--- src/rtl/pal_mc_pkg.sv ---
// pal_mc_pkg: shared types and sizing helpers for the PAL macrocell block.
//   state_e      - configuration FSM state (UNCFG, LOAD, RUN)
//   or_base()    - chain offset of the OR plane (AND plane occupies [or_base-1:0])
//   mode_base()  - chain offset of the macrocell mode bits
//   chain_len()  - total configuration chain length L
//   word_cnt()   - configuration words K needed to fill the chain
package pal_mc_pkg;

    typedef enum logic [1:0] {
        UNCFG = 2'd0,
        LOAD  = 2'd1,
        RUN   = 2'd2
    } state_e;

    function automatic int unsigned or_base(input int unsigned n, input int unsigned p);
        return 2 * n * p;
    endfunction

    function automatic int unsigned mode_base(input int unsigned n, input int unsigned m,
                                              input int unsigned p);
        return 2 * n * p + p * m;
    endfunction

    function automatic int unsigned chain_len(input int unsigned n, input int unsigned m,
                                              input int unsigned p);
        return mode_base(n, m, p) + m;
    endfunction

    function automatic int unsigned word_cnt(input int unsigned l, input int unsigned w);
        return (l + w - 1) / w;
    endfunction

endpackage

--- src/rtl/pal_mc_array.sv ---
// pal_mc_array: purely combinational AND/OR planes of the PAL.
// Ports:
//   chain   in  AND plane bits [or_base-1:0] followed by OR plane bits
//   in_vars in  N logic inputs
//   sums    out M OR sums
// A term with no connected literal is 1; a sum with no connected term is 0.
module pal_mc_array
    import pal_mc_pkg::*;
#(
    parameter int unsigned N = 8,
    parameter int unsigned M = 8,
    parameter int unsigned P = 8
) (
    input  logic [mode_base(N, M, P)-1:0] chain,
    input  logic [N-1:0]                  in_vars,
    output logic [M-1:0]                  sums
);

    localparam int unsigned OB = or_base(N, P);

    logic [P-1:0] terms;

    // Literal 2n is x[n], literal 2n+1 is ~x[n]; a connected false literal kills the term.
    always_comb begin
        terms = '1;
        for (int unsigned p = 0; p < P; p++) begin
            for (int unsigned n = 0; n < N; n++) begin
                if (chain[p + 2 * n * P] && !in_vars[n]) begin
                    terms[p] = 1'b0;
                end
                if (chain[p + (2 * n + 1) * P] && in_vars[n]) begin
                    terms[p] = 1'b0;
                end
            end
        end
    end

    always_comb begin
        sums = '0;
        for (int unsigned m = 0; m < M; m++) begin
            for (int unsigned p = 0; p < P; p++) begin
                if (chain[OB + p + m * P] && terms[p]) begin
                    sums[m] = 1'b1;
                end
            end
        end
    end

endmodule

--- src/rtl/pal_mc.sv ---
// pal_mc: configurable PAL with a serially loaded configuration chain and
// per-output combinational/registered macrocells.
// Ports:
//   CLK, RES_N            clock, asynchronous active-low reset
//   CFG_START             begin (or restart) a configuration load
//   CFG_VALID/CFG_READY   word handshake, CFG_DATA is the W-bit word
//   CFG_DONE              configuration complete, logic active
//   CFG_DOUT              (only with PAL_MC_READBACK_EN) top word of the chain
//   EN                    clock enable for registered macrocells
//   INPUT_VARS            N logic inputs
//   OUTPUT_VALS           M logic outputs
// Optional feature macro: PAL_MC_READBACK_EN.
module pal_mc
    import pal_mc_pkg::*;
#(
    parameter int unsigned N = 8,
    parameter int unsigned M = 8,
    parameter int unsigned P = 8,
    parameter int unsigned W = 8
) (
    input  logic         CLK,
    input  logic         RES_N,
    input  logic         CFG_START,
    input  logic         CFG_VALID,
    output logic         CFG_READY,
    input  logic [W-1:0] CFG_DATA,
    output logic         CFG_DONE,
`ifdef PAL_MC_READBACK_EN
    output logic [W-1:0] CFG_DOUT,
`endif
    input  logic         EN,
    input  logic [N-1:0] INPUT_VARS,
    output logic [M-1:0] OUTPUT_VALS
);

    localparam int unsigned L     = chain_len(N, M, P);
    localparam int unsigned K     = word_cnt(L, W);
    localparam int unsigned CW    = K * W;
    localparam int unsigned MB    = mode_base(N, M, P);
    localparam int unsigned CNT_W = (K > 1) ? $clog2(K) : 1;

    state_e             state_q, state_d;
    logic [CW-1:0]      chain_q, chain_d;
    logic [CNT_W-1:0]   cnt_q, cnt_d;
    logic [M-1:0]       mc_q, mc_d;
    logic [M-1:0]       sums;

    pal_mc_array #(
        .N (N),
        .M (M),
        .P (P)
    ) u_array (
        .chain   (chain_q[MB-1:0]),
        .in_vars (INPUT_VARS),
        .sums    (sums)
    );

    always_ff @(posedge CLK or negedge RES_N) begin
        if (!RES_N) begin
            state_q <= UNCFG;
            chain_q <= '0;
            cnt_q   <= '0;
            mc_q    <= '0;
        end else begin
            state_q <= state_d;
            chain_q <= chain_d;
            cnt_q   <= cnt_d;
            mc_q    <= mc_d;
        end
    end

    always_comb begin
        state_d = state_q;
        chain_d = chain_q;
        cnt_d   = cnt_q;
        mc_d    = mc_q;
        unique case (state_q)
            UNCFG, RUN: begin
                if (CFG_START) begin
                    state_d = LOAD;
                    cnt_d   = '0;
                    mc_d    = '0;
                end else if (state_q == RUN && EN) begin
                    mc_d = sums;
                end
            end
            LOAD: begin
                // A restart wins over a word offered in the same cycle.
                if (CFG_START) begin
                    cnt_d = '0;
                end else if (CFG_VALID) begin
                    // Shift form avoids an empty slice when the chain is a single word.
                    chain_d = (chain_q << W) | CW'(CFG_DATA);
                    if (cnt_q == CNT_W'(K - 1)) begin
                        cnt_d   = '0;
                        state_d = RUN;
                    end else begin
                        cnt_d = cnt_q + 1'b1;
                    end
                end
            end
            default: state_d = UNCFG;
        endcase
    end

    assign CFG_READY = (state_q == LOAD);
    assign CFG_DONE  = (state_q == RUN);

`ifdef PAL_MC_READBACK_EN
    assign CFG_DOUT = chain_q[CW-1 -: W];
`endif

    always_comb begin
        OUTPUT_VALS = '0;
        if (state_q == RUN) begin
            for (int unsigned m = 0; m < M; m++) begin
                OUTPUT_VALS[m] = chain_q[MB + m] ? mc_q[m] : sums[m];
            end
        end
    end

endmodule

--- config.mk ---
export PLATFORM = sky130hd
export DESIGN_NAME = pal_mc
export DESIGN_NICKNAME = d
export VERILOG_FILES = /design/src/rtl/pal_mc_pkg.sv /design/src/rtl/pal_mc_array.sv /design/src/rtl/pal_mc.sv
export SDC_FILE = /design/constraint.sdc
export NUM_CORES = 1
export LEC_CHECK = 0
export CAP_MARGIN = 20
export CORE_MARGIN = 2
export CORE_UTILIZATION = 30
export DETAILED_ROUTE_END_ITERATION = 12
export SKIP_LAST_GASP = 1
export SYNTH_ARGS = -nofsm -noshare
export SYNTH_HDL_FRONTEND = slang
export SYNTH_SLANG_ARGS = --single-unit
--- constraint.sdc ---
create_clock -name CLK -period 2.21 [get_ports CLK]
set_clock_uncertainty 0.05 [all_clocks]
set_input_delay 0.3315 -clock CLK [delete_from_list [all_inputs] [get_ports CLK]]
set_output_delay 0.3315 -clock CLK [all_outputs]
set_load 0.02 [all_outputs]
==> impl_metrics.py <==
metrics = {
    "global_routing": {
        "grt_use_met3_pct": 2.12,
        "grt-busiest-layer": "met2",
        "grt_use_met2_pct": 21.8,
        "grt_use_met1_pct": 16.1,
        "grt_pass1_wl_um": 33300,
        "overflow": 0,
        "grt_use_total_pct": 12.4,
        "grt_max_degree": 76,
        "antenna_found_initial": 0,
        "grt_pass1_vias": 6396,
    },
    "cts": {
        "cts_tree": "done",
        "clkLatencyLatePin_ns": 0.51,
        "clock-root-buffer": "clkbuf_16",
        "clkSinkCount": 215,
        "cts_buffer_depth": 3,
        "htreeDepth": 1,
        "cts_buffers": 24,
        "clk_pin_slew_ns": 0.06,
    },
    "critical_path": {
        "path_class": "flop to output port",
        "startpoint": "chain_q[105]",
        "endpoint_kind": "output port",
        "reg2reg_depth": 10,
        "slowest_delay_ns": 0.40,
        "crit_fanout": 8,
        "arrival_ns": 2.41,
        "crit_chain": "mux2i_1 -> nand4_1 -> nor2_4 -> buf_12 -> buf_4 -> a2111oi_4 -> nand3_2 -> o211a_1 -> buf_2",
        "start_kind": "flop",
        "slowest_stage": "dfrtp_1",
        "rr_startpoint": "chain_q[105]",
        "worstPathRequired_ns": 1.83,
    },
    "flow_run": {
        "drv_cap": 0,
    },
    "die": {
        "dieArea_um2": 33500,
        "num_rows": 65,
        "core_area_um2": 31600,
        "initial_utilization_pct": 30.5,
        "boundaryPins": 31,
        "die_h_um": 183,
        "die_x_um": 183,
    },
    "route": {
        "wl_per_cell_um": 15.3,
        "routed_wl_um": 20200,
        "routed-via-count": 6092,
        "drcViolationCount": 0,
        "first_pass_iters": 4,
        "drtIter0Drc": 275,
        "viasPerCell": 4.61,
        "ant_nets": 0,
    },
    "sta": {
        "hold_slack_ns": 0.314,
        "final-hold-violation-count": 0,
        "period_needed_ns": 2.80,
        "max_clock_freq_mhz": 358,
        "worst_pin_slew_ns": 0.623,
        "drv_slew": 0,
        "setup_tns_ns": -4.19,
        "finalWorstSetupSlack_ns": -0.585,
        "finalCritPeriodShare_pct": 126,
        "final-setup-viol-count": 8,
        "relSlewSlack_pct": 58.5,
        "rsz0062_at_grt": "yes",
    },
    "layout": {
        "area_growth_pct": 31.1,
        "drive_gt1_share_pct": 47.3,
        "final_cells": 1322,
        "nets": 927,
        "antenna_cells": 0,
        "stdcell_area_um2": 12600,
    },
    "yosys": {
        "syn-cell-area_um2": 9630,
        "yosys_register_bits": 215,
        "syn_inst": 706,
        "async_flop_share_pct": 100,
        "ys_seq_area_share_pct": 55.9,
        "yosys_warnings": 0,
        "avgSynthCellArea_um2": 13.6,
        "synth_nets": 729,
        "synth_edf_count": 0,
        "ys.flop_type": "dfrtp_1",
        "synthDistinctLibCells": 34,
    },
    "power": {
        "power_leakage_nw": 6.07,
        "p_seq_share_pct": 41.1,
        "internal-power_mw": 9.80,
        "peakVddDrop_mv": 0.500,
        "combPwrFrac_pct": 29.3,
        "switching_share_pct": 27.5,
        "p_sw_mw": 3.71,
        "pwr-share-clk_pct": 29.7,
        "power.density_nw_per_um2": 1070,
    },
    "placed_design": {
        "dp_cells": 1260,
        "gp_congestion": 0.740,
        "placed_area_um2": 11400,
        "portBuffers": 30,
        "pre_cts_slack_ns": -1.28,
        "hpwl_um": 14000,
    },
    "status": {
        "violations": "negative setup slack",
        "status": "finished, violations left",
    },
    "hold_path": {
        "hp-class": "input pin to asynchronous set/reset pin",
    },
}
[synthesized netlist by cell type, types with 9 or more instances]
cell / number / area share [%]
mux2i_1: 64 / 6.7
buf_2: 9 / 0.47
a22o_1: 9 / 0.82
nand3_1: 9 / 0.47
a22oi_1: 16 / 1.2
nand2_1: 42 / 1.6
mux2_2: 175 / 20
inv_1: 28 / 1.1
nor3_1: 24 / 1.2
dfrtp_1: 215 / 56
buf_6: 19 / 2.2
o21ai_0: 25 / 1.3
[timing repair]
action,4_1_cts,5_1_grt
buffers inserted,13,6
pin swaps,20,18
cloned,0,0
setup endpoints to repair,9,9
resized for setup,74,13
hold endpoints to repair,70,0
hold buffers,1,0
[flip-flops by register name (all words and copies together), names as in the netlist]
| register | flops |
|---|---|
| chain_q | 200 |
| cnt_q | 5 |
| mc_q | 8 |
| state_q | 2 |
[cell type report]
class                      instances  area [um2]
timing repair buffer             208        1790
fill                            3026       18900
sequential                       215        5380
multi-input combinational        427        4020
inverter                          28         105
tap                              402         503
clock inverter                     5        50.0
clock buffer                      37         761
[power by group through the flow]
stage                     logic (mW)  registers [mW]  clock network, mW
after floorplan                 1.79            5.53                  0
after global placement          3.70            5.59                  0
after detailed placement        3.77            5.62                  0
after CTS                       3.94            5.56               4.13
after global routing            4.32            5.69               4.29
final                           3.95            5.55               4.01
[layout by cell type, fill, tap and decap left out, drive strengths merged, types with 2 or more instances in the layout]
master and n:
xor2 3, ha 2, dfrtp 215, inv 28, a21oi 5, a22oi 16
a2111oi 8, and3 2, nand3 9, nand4 10, o21ai 25, mux2 176
mux2i 64, nor3 24, dlygate4sd2 8, nand2 42, nor2 5, nor4 4
clkbuf 37, clkinv 4, nand2b 8, o211a 8, nor2b 2, clkdlybuf4s50 11
buf 186, a22o 9
[worst paths after layout]
check	endpoint	slack (ns)
min	cnt_q[3]	0.31
max in group asynchronous	chain_q[132]	1.06
max reg2reg	mc_q[1]	0.05
min reg2reg	chain_q[183]	0.43
max	OUTPUT_VALS[1]	-0.59
min in group CLK	chain_q[6]	0.38
[critical path, delay by kind of cell (launching register included)]
family	cells	cell delay, ns
buf+inv	3	0.44
simple gates	3	0.37
compound gates	2	0.56
flops	1	0.40
mux	1	0.12
[cells by family (layout without fill, tap and decap cells)]
group	after synthesis	in the layout	synth area share, %
muxes	240	240	27.2
DFF	215	215	55.9
and+or+nand+nor	109	109	6.24
AOI/OAI and AO/OA	72	72	5.78
buffers and inverters	64	278	4.21
xor gates and xnor gates	4	4	0.364
adders and majority gates	2	2	0.260
[through the flow]
step | power [mW] | utilization (%)
5_1_grt | 14.3 | 40.0
2_1_floorplan | 7.32 | -
4_1_cts | 13.6 | 39.5
6_report | 13.5 | 40.0
3_3_place_gp | 9.29 | 36.3
3_5_place_dp | 9.38 | 36.3
[layer usage]
| layer | wire length (um) | part of all wire (%) |
|---|---|---|
| met1 | 8990 | 45 |
| met2 | 10300 | 51 |
| met3 | 591 | 2.9 |
| met4 | 329 | 1.6 |
| met5 | 0 | 0 |
(Power assumes the default switching activity.)
